===== config.mk =====
export PLATFORM = sky130hd
export DESIGN_NAME = restoring_div_4b
export DESIGN_NICKNAME = d
export VERILOG_FILES = /design/src/rtl/restoring_div_4b.sv
export SDC_FILE = /design/constraint.sdc
export NUM_CORES = 1
export LEC_CHECK = 0
export CORE_ASPECT_RATIO = 1.2
export CORE_MARGIN = 8
export CORE_UTILIZATION = 47
export DETAILED_ROUTE_END_ITERATION = 10
export PLACE_DENSITY = 0.76
export SYNTH_ARGS = -nofsm -noshare
export SYNTH_HDL_FRONTEND = slang
export SYNTH_SLANG_ARGS = --single-unit
export TNS_END_PERCENT = 100

===== constraint.sdc =====
create_clock -name clk -period 2.65 [get_ports clk]
set_input_delay 0.6625 -clock clk [delete_from_list [all_inputs] [get_ports clk]]
set_output_delay 0.6625 -clock clk [all_outputs]
set_load 0.05 [all_outputs]

===== src/rtl/restoring_div_4b.sv =====
// Sequential 4-bit unsigned restoring divider: one shift-subtract step per clock
// through a single ripple subtractor, with divide-by-zero short-circuit.

module full_sub_1b (
  input  logic a_i,
  input  logic b_i,
  input  logic bin_i,
  output logic diff_o,
  output logic bout_o
);
  assign diff_o = a_i ^ b_i ^ bin_i;
  assign bout_o = (~a_i & b_i) | (~(a_i ^ b_i) & bin_i);
endmodule

module full_sub_4b (
  input  logic [3:0] a,
  input  logic [3:0] b,
  output logic [3:0] sum,
  output logic       carry
);
  logic [4:0] bw;

  assign bw[0] = 1'b0;

  for (genvar i = 0; i < 4; i++) begin : g_bit
    full_sub_1b u_bit (
      .a_i    (a[i]),
      .b_i    (b[i]),
      .bin_i  (bw[i]),
      .diff_o (sum[i]),
      .bout_o (bw[i+1])
    );
  end

  assign carry = bw[4];
endmodule

module restoring_div_4b (
  input  logic       clk,
  input  logic       rst_n,
  input  logic       start,
  input  logic [3:0] dividend,
  input  logic [3:0] divisor,
  output logic       busy,
  output logic       done,
  output logic [3:0] quotient,
  output logic [3:0] remainder,
  output logic       div_zero
);
  typedef enum logic [1:0] {IDLE, RUN, DONE} state_t;

  state_t     state_q;
  logic [1:0] cnt_q;
  logic [3:0] q_q, r_q, d_q;
  logic [3:0] quot_q, rem_q;
  logic       busy_q, done_q, dz_q;

  logic [4:0] s;
  logic [3:0] diff;
  logic       bw, ok;
  logic [3:0] q_d, r_d;

  full_sub_4b u_sub (
    .a     (s[3:0]),
    .b     (d_q),
    .sum   (diff),
    .carry (bw)
  );

  // S[4]=1 means S >= 16 > D, so the step succeeds and the 4-bit diff is exact.
  always_comb begin
    s   = {r_q, q_q[3]};
    ok  = s[4] | ~bw;
    r_d = ok ? diff : s[3:0];
    q_d = {q_q[2:0], ok};
  end

  always_ff @(posedge clk) begin
    if (!rst_n) begin
      state_q <= IDLE;
      cnt_q   <= 2'd0;
      q_q     <= 4'd0;
      r_q     <= 4'd0;
      d_q     <= 4'd0;
      quot_q  <= 4'd0;
      rem_q   <= 4'd0;
      busy_q  <= 1'b0;
      done_q  <= 1'b0;
      dz_q    <= 1'b0;
    end else begin
      case (state_q)
        IDLE: begin
          if (start) begin
            if (divisor != 4'd0) begin
              d_q     <= divisor;
              q_q     <= dividend;
              r_q     <= 4'd0;
              cnt_q   <= 2'd0;
              dz_q    <= 1'b0;
              busy_q  <= 1'b1;
              state_q <= RUN;
            end else begin
              quot_q  <= 4'hF;
              rem_q   <= dividend;
              dz_q    <= 1'b1;
              done_q  <= 1'b1;
              state_q <= DONE;
            end
          end
        end
        RUN: begin
          r_q   <= r_d;
          q_q   <= q_d;
          cnt_q <= cnt_q + 2'd1;
          if (cnt_q == 2'd3) begin
            quot_q  <= q_d;
            rem_q   <= r_d;
            busy_q  <= 1'b0;
            done_q  <= 1'b1;
            state_q <= DONE;
          end
        end
        DONE: begin
          done_q  <= 1'b0;
          state_q <= IDLE;
        end
        default: begin
          busy_q  <= 1'b0;
          done_q  <= 1'b0;
          state_q <= IDLE;
        end
      endcase
    end
  end

  assign busy      = busy_q;
  assign done      = done_q;
  assign quotient  = quot_q;
  assign remainder = rem_q;
  assign div_zero  = dz_q;
endmodule


* Yosys cells after proc, flatten, opt, wreduce, memory -nomap -nowiden
Cells that the tools add are included.
** Storage, ports and cells
- Memories :: 0
- Bits in latches :: 0
- Memory bits (read-only) :: 0
- Memory bits (writable) :: 0
- Register bits :: 27
- Logic and storage cells :: 86
- Bits of input ports :: 11
- Output and inout port bits :: 11
** Operators by class
- Multiplexer cells :: 31
- Eq/ne operators :: 7
- Bitwise gates (word level) :: 27
- Shift operators :: 0
- Reductions and logical operators :: 10
- $lt $le $gt $ge :: 0
- Divide/modulo/power cells :: 0
- $mul :: 0
- $add $sub $neg :: 1
** Operators with widths (count)
- $mux W4 :: 11
- $pmux W4 S2 :: 4
- $mux W2 :: 5
- $not A1 Y1 :: 9
- $reduce_and A3 Y1 :: 3
- $ne A2 B2 Y1 const B :: 4
- $pmux W2 S2 :: 2
- $reduce_and A4 Y1 :: 2
- $and A1 B1 Y1 :: 7
- $mux W1 :: 7
- $xor A1 B1 Y1 :: 7
- $eq A2 B2 Y1 const B :: 2
- $or A1 B1 Y1 :: 4
- $reduce_and A2 Y1 :: 2
- $reduce_bool A4 Y1 :: 1
- $pmux W1 S3 :: 1
- $add A2 B1 Y2 const B :: 1
- $eq A2 B1 Y1 const B :: 1
- $logic_not A2 Y1 :: 1
- $pmux W1 S2 :: 1
- $reduce_bool A2 Y1 :: 1

* Longest topological paths before layout
- Word-level depth :: 13
- Gate-level depth with buffers :: 8
- Mapped depth without buffers :: 8

* Modules after synthesis
From an unflattened synthesis, not the netlist that was laid out.
** Second synthesis, totals
- Cells, all modules :: 143
- Area, all modules :: 1353.8 µm²
** Modules (own cells, without submodules)
- restoring_div_4b :: seq. area each 540.5 µm², cells an instance 126, instances 1, area each 1224.9 µm²
- full_sub_1b :: seq. area each 0.0 µm², cells an instance 4, instances 4, area each 31.3 µm²
- full_sub_4b :: seq. area each 0.0 µm², cells an instance 1, instances 1, area each 3.8 µm²

* Worst setup path after synthesis
OpenSTA, ideal clock, no wires.
- Path type :: register to register
- Start point :: register q_q[3]
- End point :: register rem_q[0], in the netlist remainder[0]
- Cell stages (with the launch flop) :: 9
- Path buffers :: 0
- Clock period less this slack :: 2.666 ns
- Setup time :: 0.091 ns
- Required time :: 2.559 ns
- Setup slack :: -0.016 ns
- Arrival time :: 2.575 ns
- Cells stage by stage :: dfxtp_1 > inv_1 > ha_1 > fa_1 > fa_1 > fa_1 > nor3b_1 > a211o_1 > a311oi_1
** Between the ends
- Word-level cells in the longest chain between the ends :: 13
- Elaborated cells on any way between the ends :: 14
- Classes of those cells :: mux (3); bitwise (11)
** Ends and longest elaborated chain
- start, declared :: line 54 : logic [3:0] q_q, r_q, d_q;
- start signal, assigned :: line 96 : q_q <= dividend;
- start signal, assigned :: line 113 : q_q <= q_d;
- $not A1 Y1 :: line 12 : assign bout_o = (~a_i & b_i) | (~(a_i ^ b_i) & bin_i);
- $and A1 B1 Y1 (2 in series) :: line 12
- $or A1 B1 Y1 :: line 12
- $and A1 B1 Y1 :: line 12
- $or A1 B1 Y1 :: line 12
- $and A1 B1 Y1 :: line 12
- $or A1 B1 Y1 :: line 12
- $not A1 Y1 :: line 73 : ok = s[4] | ~bw;
- $or A1 B1 Y1 :: line 73
- $mux W4 (*) :: line 74 : r_d = ok ? diff : s[3:0];
- $mux W4 (*) :: line 115 : if (cnt_q == 2'd3) begin
- $pmux W4 S2 (*) :: line 91 : case (state_q)
- end signal, assigned :: line 104 : rem_q <= dividend;
- end signal, assigned :: line 117 : rem_q <= r_d;
- end, declared :: line 55 : logic [3:0] quot_q, rem_q;
Mark *: on every way between the ends. The rest lies on a longest branch, timed or not. The select of a mux whose other input is x is not followed.
A chain may end at the register's enable or synchronous reset.

* Worst setup path in the final report
- Start point :: register q_q[3]
- End point :: register rem_q[3], in the netlist remainder[3]
** Between the ends
- Word-level cells in the longest chain between the ends :: 13
- Elaborated cells on any way between the ends :: 14
- Classes of those cells :: mux (3); bitwise (11)
** Ends and longest elaborated chain (line)
- $not A1 Y1 (*) :: 12
- $and A1 B1 Y1 (*) (2 in series) :: 12
- $or A1 B1 Y1 (*) :: 12
- $and A1 B1 Y1 (*) :: 12
- $or A1 B1 Y1 (*) :: 12
- $and A1 B1 Y1 :: 12
- $or A1 B1 Y1 :: 12
- $not A1 Y1 :: 73
- $or A1 B1 Y1 :: 73
- $mux W4 (*) :: 74
- $mux W4 (*) :: 115
- $pmux W4 S2 (*) :: 91
Marked as above.

==> metrics.yaml <==
synth:
  synth.avg_cell_area_sq_um: 9.42
  yosys-top-cells-count: "dfxtp_1 (27), o21ai_0 (13), a21oi_1 (11), nand2_1 (10)"
  synth_top_area_share_pct: 40.7
  yosys.area_share.adder_pct: 6.40
  synth_top_area_cell: "dfxtp_1"
  synthFlopType: "dfxtp_1"
  synth_cell_types: 35
  postSynthCellCount: 141
  syn-num-nets: 157
  synthXorXnorAreaFrac_pct: 0
  synthTopCellsByArea: "dfxtp_1 (41%), o21ai_0 (4.9%), fa_1 (4.5%)"
  synth-async-reset-ratio_pct: 0
  synth_seq_cells: 27
  synth-edff-count: 0
  yosysWarnings: 0
  synth.most_common_cell: "dfxtp_1"
  synth_top_family_by_area: "compound AO/OA/AOI/OAI gates"
  synth_area_sq_um: 1330
  synth-compound-area-share_pct: 27.9
  yosys.area_share.simple_pct: 18.8
  synthMuxAreaShare_pct: 0
  yosysSeqAreaShare_pct: 40.7
setup_path:
  crit_type: "flip-flop to flip-flop"
  crit_required_ns: 2.90
  crit_path_start_kind: "flip-flop"
  critical_path.max_fanout: 5
  cp_data_arrival_time_ns: 2.75
  crit_path_end_kind: "flip-flop"
floorplanning:
  ios: 22
  core_area_sq_um: 2730
  start_util_pct: 48.6
  rows: 21
  die-width_um: 64.5
  die_h_um: 74.2
  fp.dieArea_sq_um: 4790
global_routing:
  grt_pass1_wl_um: 5310
  grt_pass1_vias: 1100
  antenna_found_initial: 0
  grt_use_total_pct: 13.7
  grt_max_degree: 25
  grt-ovfl-total: 0
clock_network:
  cts.sinks: 27
  cts_buffer_depth: 2
  cts-root-buf: "clkbuf_4"
  holdBufCountCts: 0
  htreeDepth: 1
  clk-insertion-delay-late_ns: 0.32
  clk_pin_slew_ns: 0.14
  tritoncts: "built"
  numCtsBuffers: 3
  cts_setup_buffers: 0
timing:
  setup_tns_ns: 0
  period_minus_slack_ns: 2.50
  setup-violations-final: 0
  relSlewSlack_pct: 65.6
  worst_pin_slew_ns: 0.514
  skew_ns: 0.00162
  finalCritPeriodShare_pct: 94.2
  rsz0062_at_grt: "no"
  timing.fmax_ghz: 0.400
  final_max_slew_viol_count: 0
  finalHoldViolCount: 0
layout:
  regArea_sq_um: 542
  syn_to_final_growth_pct: 21.4
  fillers: 243
  num_antenna_cells: 0
  fin_nets: 180
  multi_input_area_sq_um: 713
  drive_gt1_share_pct: 11.7
  fin_util_pct: 59.0
  final_area_sq_um: 1610
detailed_routing:
  drtIter0Drc: 73
  wirelength_um: 3090
  vias_per_cell: 5.87
  dr.pass1.iters: 4
  via_count: 1156
  ant_nets: 0
  drc: 0
  avgRoutedWirePerCell_um: 15.7
flow_run:
  maxCapViolCount: 0
place:
  postPlaceCellArea_sq_um: 1580
  gp_routability_congestion: 0.887
  io_buffers: 21
  dp_hpwl_um: 2300
worst_hold_path:
  hp-class: "flip-flop to flip-flop"
pwr:
  vdd.ir_drop.worst_v: 0.000345
  power_density_nw_per_um2: 505
  leakage_nw: 0.609
  finalPower_mw: 0.814
run_status:
  status: "complete, no violations"
## layout by cell type (no fill, tap or decap), types with 3 or more instances in the layout
cell             netlist  layout
o21ai_0               13      13
nand3_1                4       4
inv_1                  6       6
o211ai_1               6       6
a31oi_1                5       5
fa_2                   0       3
nand3b_1               4       4
a311oi_1               4       4
a211oi_1               5       5
buf_4                  4       7
a211o_1                4       4
dfxtp_1               27      26
o211a_1                5       5
clkdlybuf4s50_1        0      21
clkbuf_4               0       3
nor3b_1                4       4
nand2_1               10      10
a21oi_1               11      11
## layer usage
metal / share of wire, % / global-route usage [%] / routed length, um
met5: 0 / 0 / 0
met3: 6.0 / 3.01 / 184
met2: 47 / 21.1 / 1450
met1: 45 / 17.5 / 1400
met4: 1.7 / 7.04 / 51
## power by group
group	switching (mW)	internal [mW]
registers	0.0208	0.430
logic	0.0998	0.0843
clock network	0.121	0.0590
## final timing paths
check,start,slack (ns),depth (start not counted),endpoint
min,div_zero,0.47,2,div_zero
min reg2reg,div_zero,0.47,2,div_zero
max,q_q[3],0.15,8,remainder[3]
max reg2reg,q_q[3],0.15,8,remainder[3]
## registers in the layout (all words and copies together) (netlist names)
| signal | count |
|---|---|
| d_q | 4 |
| r_q | 4 |
| busy | 1 |
| quotient | 4 |
| remainder | 4 |
| div_zero | 1 |
| q_q | 4 |
| cnt_q | 2 |
| state_q | 2 |
| done | 1 |
## worst max-delay path, stage by stage (launching register included)
cell and delay [ns]:
dfxtp_2 0.35, inv_1 0.04, ha_1 0.21, fa_2 0.40
fa_2 0.36, fa_2 0.38, nor3b_1 0.16, a211o_1 0.29
a311oi_1 0.24
## repair_timing
item,4_1_cts,5_1_grt
setup endpoints to repair,5,5
gates resized for setup,2,1
pin swaps,2,7
## cell families (layout without fill, tap and decap cells)
kind of cell,Yosys count,count (layout)
AOI/OAI and AO/OA,55,55
and+or+nand+nor,37,37
DFF,27,27
buffers and inverters,17,39
adders and majority gates,5,5
## layout make-up
| type | count | share of cell area (%) |
|---|---|---|
| multi-input cells | 97 | 44.2 |
| flip-flops and latches | 27 | 33.6 |
| repair buffers | 28 | 16.3 |
| well taps | 34 | 2.64 |
| clock buffers | 4 | 1.63 |
| inverters | 7 | 1.63 |
## metrics by stage
stage	cells	worst slack, ns	hold WS, ns
final	197	0.153	0.469
after global routing	197	0.00783	0.515
after floorplan	141	0.0411	0.457
after detailed placement	193	-0.0639	0.453
after global placement	193	-0.0193	0.445
after CTS	197	0.0452	0.472
Note: power is estimated with default switching activity, not from simulation.
